===== src/rtl/joy_pkg.sv =====
// ============================================================================
// Module   : joy_pkg
// Purpose  : Shared scan states, bit indices and the DB9 pin-to-vector remap.
// Revision : 1.0
// ============================================================================
`default_nettype none

package joy_pkg;

    typedef enum logic [2:0] {
        IDLE    = 3'd0,
        SEL_HI  = 3'd1,
        SEL_LO  = 3'd2,
        RESTORE = 3'd3,
        COMMIT  = 3'd4
    } scan_state_t;

    localparam int IN_W  = 6;
    localparam int OUT_W = 8;

    // Output vector bit positions (active-low, substitute_mcu format)
    localparam int JOY_RIGHT = 0;
    localparam int JOY_LEFT  = 1;
    localparam int JOY_DOWN  = 2;
    localparam int JOY_UP    = 3;
    localparam int JOY_F1    = 4;
    localparam int JOY_F2    = 5;
    localparam int JOY_F3    = 6;
    localparam int JOY_START = 7;

    // DB9 pin positions; A/Start share the B/C pins while select is low
    localparam int PIN_UP    = 0;
    localparam int PIN_DOWN  = 1;
    localparam int PIN_LEFT  = 2;
    localparam int PIN_RIGHT = 3;
    localparam int PIN_B     = 4;
    localparam int PIN_C     = 5;
    localparam int PIN_A     = 4;
    localparam int PIN_START = 5;

    // Returns {pad_detected, joy_vector}
    function automatic logic [OUT_W:0] joy_remap(
        input logic [IN_W-1:0] hi,
        input logic [IN_W-1:0] lo,
        input logic            ext
    );
        logic [OUT_W-1:0] v;
        logic             pad;
        pad          = ext & ~lo[PIN_LEFT] & ~lo[PIN_RIGHT];
        v            = '1;
        v[JOY_RIGHT] = hi[PIN_RIGHT];
        v[JOY_LEFT]  = hi[PIN_LEFT];
        v[JOY_DOWN]  = hi[PIN_DOWN];
        v[JOY_UP]    = hi[PIN_UP];
        v[JOY_F1]    = hi[PIN_B];
        v[JOY_F2]    = hi[PIN_C];
        if (pad) begin
            v[JOY_F3]    = lo[PIN_A];
            v[JOY_START] = lo[PIN_START];
        end
        return {pad, v};
    endfunction

endpackage

`default_nettype wire


===== src/rtl/joy_debounce.sv =====
// ============================================================================
// Module   : joy_debounce
// Purpose  : Per-port scan debouncer; output follows a candidate seen on
//            DEBOUNCE_SCANS consecutive commit strobes.
// Revision : 1.0
// ============================================================================
`default_nettype none

module joy_debounce #(
    parameter int             W              = 9,
    parameter int             DEBOUNCE_SCANS = 3,
    parameter logic [W-1:0]   RESET_VAL      = '1
) (
    input  logic         clk,
    input  logic         reset,
    input  logic         commit,
    input  logic [W-1:0] raw,
    output logic [W-1:0] out
);

    localparam int             CNT_W   = $clog2(DEBOUNCE_SCANS + 1);
    localparam logic [CNT_W-1:0] CNT_MAX = CNT_W'(DEBOUNCE_SCANS);

    logic [W-1:0]     cand_q, cand_d;
    logic [CNT_W-1:0] cnt_q, cnt_d;
    logic [W-1:0]     out_q, out_d;

    always_comb begin
        cand_d = cand_q;
        cnt_d  = cnt_q;
        out_d  = out_q;
        if (commit) begin
            cand_d = raw;
            if (raw == cand_q) begin
                cnt_d = (cnt_q == CNT_MAX) ? CNT_MAX : cnt_q + 1'b1;
            end else begin
                cnt_d = CNT_W'(1);
            end
            if (cnt_d == CNT_MAX) begin
                out_d = cand_d;
            end
        end
    end

    always_ff @(posedge clk) begin
        if (reset) begin
            cand_q <= RESET_VAL;
            cnt_q  <= '0;
            out_q  <= RESET_VAL;
        end else begin
            cand_q <= cand_d;
            cnt_q  <= cnt_d;
            out_q  <= out_d;
        end
    end

    assign out = out_q;

endmodule

`default_nettype wire


===== src/rtl/joy_scanner.sv =====
// ============================================================================
// Module   : joy_scanner
// Purpose  : Multiplexed DB9 / 3-button pad scanner feeding substitute_mcu.
//            Scan period is exactly SCAN_PERIOD+SETTLE_CYCLES+1 clocks with
//            extended off, SCAN_PERIOD+3*SETTLE_CYCLES+1 with extended on.
// Revision : 1.0
// ============================================================================
`default_nettype none

module joy_scanner
    import joy_pkg::*;
#(
    parameter int NUM_PORTS      = 2,
    parameter int SETTLE_CYCLES  = 64,
    parameter int SCAN_PERIOD    = 50000,
    parameter int DEBOUNCE_SCANS = 3
) (
    input  logic                       clk,
    input  logic                       reset,
    input  logic [NUM_PORTS*IN_W-1:0]  joy_in,
    input  logic                       extended_en,
    output logic                       joy_select,
    output logic [NUM_PORTS*OUT_W-1:0] joy_out,
    output logic [NUM_PORTS-1:0]       pad_present,
    output logic                       scan_done
);

    localparam int MAX_CNT = (SCAN_PERIOD > SETTLE_CYCLES) ? SCAN_PERIOD : SETTLE_CYCLES;
    localparam int CNT_W   = $clog2(MAX_CNT + 1);
    localparam logic [CNT_W-1:0] IDLE_LAST   = CNT_W'(SCAN_PERIOD - 1);
    localparam logic [CNT_W-1:0] SETTLE_LAST = CNT_W'(SETTLE_CYCLES - 1);
    localparam int PIN_W = NUM_PORTS * IN_W;

    logic [PIN_W-1:0] sync1_q, sync2_q;
    scan_state_t      state_q, state_d;
    logic [CNT_W-1:0] cnt_q, cnt_d;
    logic             ext_q, ext_d;
    logic [PIN_W-1:0] hi_q, hi_d;
    logic [PIN_W-1:0] lo_q, lo_d;
    logic             sel_q, sel_d;
    logic             done_q, done_d;

    // Counter restarts on every state exit, so it never exceeds its last value
    always_comb begin
        state_d = state_q;
        cnt_d   = cnt_q + 1'b1;
        ext_d   = ext_q;
        hi_d    = hi_q;
        lo_d    = lo_q;
        case (state_q)
            IDLE: begin
                if (cnt_q == IDLE_LAST) begin
                    state_d = SEL_HI;
                    cnt_d   = '0;
                    ext_d   = extended_en;
                end
            end
            SEL_HI: begin
                if (cnt_q == SETTLE_LAST) begin
                    hi_d    = sync2_q;
                    cnt_d   = '0;
                    state_d = ext_q ? SEL_LO : COMMIT;
                end
            end
            SEL_LO: begin
                if (cnt_q == SETTLE_LAST) begin
                    lo_d    = sync2_q;
                    cnt_d   = '0;
                    state_d = RESTORE;
                end
            end
            RESTORE: begin
                if (cnt_q == SETTLE_LAST) begin
                    cnt_d   = '0;
                    state_d = COMMIT;
                end
            end
            COMMIT: begin
                cnt_d   = '0;
                state_d = IDLE;
            end
            default: begin
                cnt_d   = '0;
                state_d = IDLE;
            end
        endcase
        sel_d  = (state_d != SEL_LO);
        done_d = (state_d == COMMIT);
    end

    always_ff @(posedge clk) begin
        if (reset) begin
            sync1_q <= '1;
            sync2_q <= '1;
            state_q <= IDLE;
            cnt_q   <= '0;
            ext_q   <= 1'b0;
            hi_q    <= '1;
            lo_q    <= '1;
            sel_q   <= 1'b1;
            done_q  <= 1'b0;
        end else begin
            sync1_q <= joy_in;
            sync2_q <= sync1_q;
            state_q <= state_d;
            cnt_q   <= cnt_d;
            ext_q   <= ext_d;
            hi_q    <= hi_d;
            lo_q    <= lo_d;
            sel_q   <= sel_d;
            done_q  <= done_d;
        end
    end

    assign joy_select = sel_q;
    assign scan_done  = done_q;

    for (genvar p = 0; p < NUM_PORTS; p++) begin : g_port
        logic [OUT_W:0] raw;
        logic [OUT_W:0] deb;

        assign raw = joy_remap(hi_q[p*IN_W +: IN_W], lo_q[p*IN_W +: IN_W], ext_q);

        joy_debounce #(
            .W              (OUT_W + 1),
            .DEBOUNCE_SCANS (DEBOUNCE_SCANS),
            .RESET_VAL      ({1'b0, {OUT_W{1'b1}}})
        ) u_debounce (
            .clk    (clk),
            .reset  (reset),
            .commit (done_q),
            .raw    (raw),
            .out    (deb)
        );

        assign joy_out[p*OUT_W +: OUT_W] = deb[OUT_W-1:0];
        assign pad_present[p]            = deb[OUT_W];
    end

endmodule

`default_nettype wire


===== config.mk =====
export PLATFORM = sky130hd
export DESIGN_NAME = joy_scanner
export DESIGN_NICKNAME = d
export VERILOG_FILES = /design/src/rtl/joy_pkg.sv /design/src/rtl/joy_debounce.sv /design/src/rtl/joy_scanner.sv
export SDC_FILE = /design/constraint.sdc
export NUM_CORES = 1
export LEC_CHECK = 0
export CAP_MARGIN = 20
export CORE_MARGIN = 5
export CORE_UTILIZATION = 57
export DETAILED_ROUTE_END_ITERATION = 16
export HOLD_SLACK_MARGIN = 0.05
export MAX_ROUTING_LAYER = met4
export PLACE_DENSITY = 0.8
export SYNTH_ARGS = -nofsm -noshare
export SYNTH_HDL_FRONTEND = slang
export SYNTH_SLANG_ARGS = --single-unit

===== constraint.sdc =====
create_clock -name clk -period 2.2 [get_ports clk]
set_input_delay 0.22 -clock clk [delete_from_list [all_inputs] [get_ports clk]]
set_output_delay 0.22 -clock clk [all_outputs]
set_load 0.05 [all_outputs]

==> results.ini <==
[run_status]
run_status = complete, no violations

[layout]
nNetsFinal = 490
drive_gt1_frac = 0.146
design_area_sq_um = 4850
syn_to_final_growth_pct = 17.0
diodes = 0

[min_path]
hp-class = input pin to flip-flop

[synthesis]
synthArstFlopShare = 0
ys_warn_count = 0
avgSynthCellArea_sq_um = 9.50
syn_area_sq_um = 4140
ys_seq_area_frac = 0.512
mappedNetlistNets = 452
synthCells = 436
synth_flop_cell = dfxtp_1
ys_ff_latch = 106
ys_types = 48
synth_edf_count = 0

[worst_setup_path]
slowest_stage = or4_4
path_buf_inv = 0
cp-end-kind = flip-flop
cp_max_fo = 9
startpoint_type = flip-flop
arrival_ns = 2.29
crit_family = simple AND/OR/NAND/NOR gates
required_ns = 2.43
critPathMaxStageDelay_ns = 0.54
path_cells = or4b_4, xor2_1, or4_4, nor3_1, o21ai_1
crit_type = flip-flop to flip-flop

[sta]
maxSlewHeadroom = 0.586
period_needed_ns = 2.06
max_freq_mhz = 486
clock-skew-final_ns = 0.0109
setup_tns_ns = 0
setup_viol = 0
slew_viol_final = 0
hold_viol = 0
rsz0062_at_grt = false
period_share = 0.936
worst_pin_slew_ns = 0.612

[routing]
wl_met1_microns = 3590
vias = 3007
wl_microns = 7520
wl_met2_microns = 3530
wl_per_cell_microns = 13.0
dr_wl_met3_microns = 204
first_pass_iters = 4
vias_per_cell = 5.20
first_iter_violations = 143
antenna_left = 0
drc = 0
maxUsedRoutingLayer = met4

[power]
ir_drop_mv = 0.452
netSwitchingPower_mw = 0.662
p_seq_frac = 0.589
combPwrFrac = 0.028
swShare = 0.199
p_int_mw = 2.66
power_density_nw_per_um2 = 684
pwr-share-clk = 0.383
leakage_nw = 1.89

[grt]
grt-ovfl-total = 0
antenna_found_initial = 0
grt_pass1_wl_microns = 12800
first_global_vias = 2894
grt_use_total = 0.184
grt_max_degree = 48

[cts]
htreeDepth = 3
cts_hold_buf = 0
cts_tree = built
numCtsBuffers = 9
path_clk_slew_ns = 0.09
cts.path.max_buffers = 2
numClockSinks = 106
clock_latency_ns = 0.36
cts_root_buf = clkbuf_8

[die]
start_util = 0.578
ios = 35
dieHeight_microns = 95.3
die_w_microns = 95.3
fp.coreArea_sq_um = 7180
num_rows = 31
die_area_sq_um = 9080

[placed_design]
port-buffer-count = 34
dpl-instance-area_sq_um = 4610
dp_hpwl_microns = 5350
gp_congestion = 0.865

[job]
drv_cap = 0

[final timing paths]
| check | from | end | slack, ns | depth (start not counted) |
|---|---|---|---|---|
| max | ext_q | g_port[0].u_debounce.out[7] | 0.14 | 5 |
| min | reset | g_port[1].u_debounce.cand_q[4] | 0.40 | 3 |
| max reg2reg | ext_q | g_port[0].u_debounce.out[7] | 0.14 | 5 |
| min reg2reg | sync1_q[6] | sync2_q[6] | 0.41 | 1 |
[metrics by stage]
stage | setup slack (ns) | hold WS (ns) | cells | total power, mW | utilization
after global routing | 0.0252 | 0.410 | 578 | 3.44 | 0.676
after CTS | 0.0944 | 0.403 | 576 | 3.34 | 0.672
after global placement | 0.183 | 0.394 | 560 | 2.09 | 0.642
final | 0.141 | 0.402 | 578 | 3.32 | 0.676
after detailed placement | 0.158 | 0.393 | 560 | 2.09 | 0.642
after floorplan | 0.263 | 0.324 | 436 | 2.05 | -
[layout make-up]
type                       count  area (sq um)
tap                           99           124
clock buffer                  11           141
fill                         597          2330
clock inverter                 5          77.6
inverter                       7          26.3
timing repair buffer          47           443
sequential                   106          2120
multi-input combinational    303          1920
[state kept, by name (all words and copies together), names as in the netlist]
| register | cells |
|---|---|
| g_port.u_debounce.cand_q | 18 |
| g_port.u_debounce.out | 18 |
| cnt_q | 16 |
| hi_q | 12 |
| sync1_q | 12 |
| sync2_q | 12 |
| lo_q | 8 |
| g_port.u_debounce.cnt_q | 4 |
| state_q | 3 |
| ext_q | 1 |
| joy_select | 1 |
| scan_done | 1 |
[power by group through the flow]
stage | registers [mW] | clock network (mW) | logic [mW]
global placement | 2.00 | 0 | 0.0916
floorplan | 1.99 | 0 | 0.0565
finish | 1.95 | 1.27 | 0.0931
CTS | 1.95 | 1.30 | 0.0939
detailed placement | 2.00 | 0 | 0.0933
global route | 1.96 | 1.38 | 0.103
[what timing repair did]
action	CTS	global route
resized for setup	0	2
endpoints found under the setup margin	0	27
buffers inserted	0	2
endpoints found under the hold margin	0	0
[cell usage in the layout, fill, tap and decap left out, types with 3 or more instances in the layout]
cell type and count:
nand2_1 33, nor3_1 22, dfxtp_1 106, clkbuf_8 10
xnor2_1 25, clkdlybuf4s50_1 32, mux2i_1 38, o21ai_1 3
a21oi_1 18, inv_1 6, or2_2 25, nor4_2 3
o21ai_0 4, xor2_1 5, and3_1 5, nand4_1 3
nand3_1 14, buf_4 13, nor2b_1 4, nor2_1 67
[kinds of logic (layout without fill, tap and decap cells)]
kind of cell / after synthesis / after routing / synth area share
xor+xnor: 30 / 30 / 0.0634
flops: 106 / 106 / 0.512
buf+inv: 27 / 70 / 0.0281
mux: 39 / 39 / 0.0945
fa+ha+maj: 1 / 1 / 0.00302
compound gates: 33 / 33 / 0.0456
simple gates: 200 / 200 / 0.253
[layer usage]
layer  track usage  vias to the layer above
met2         0.294                       47
met3        0.0276                       16
met1         0.225                     1400
li1              -                     1544
met4        0.0950                        0
met5             -                        -
[Yosys cell counts, drive strengths merged, types with 3 or more instances]
cell type	number	area [sq um]
a21oi	18	90.1
and3	5	31.3
buf	7	41.3
clkbuf	13	48.8
dfxtp	106	2120
inv	6	22.5
mux2i	38	380
nand2	35	141
nand3	14	70.1
nand4	4	31.3
nor2	67	251
nor2b	4	25.0
nor3	22	110
nor4	7	86.3
o21ai	8	43.8
or2	25	156
or4	3	26.3
xnor2	25	219
xor2	5	43.8
[worst min-delay path: stages]
cell	delay (ns)
buf_2	0.11
clkinv_1	0.30
nand2_1	0.08
Note: power is estimated with default switching activity, not from simulation.
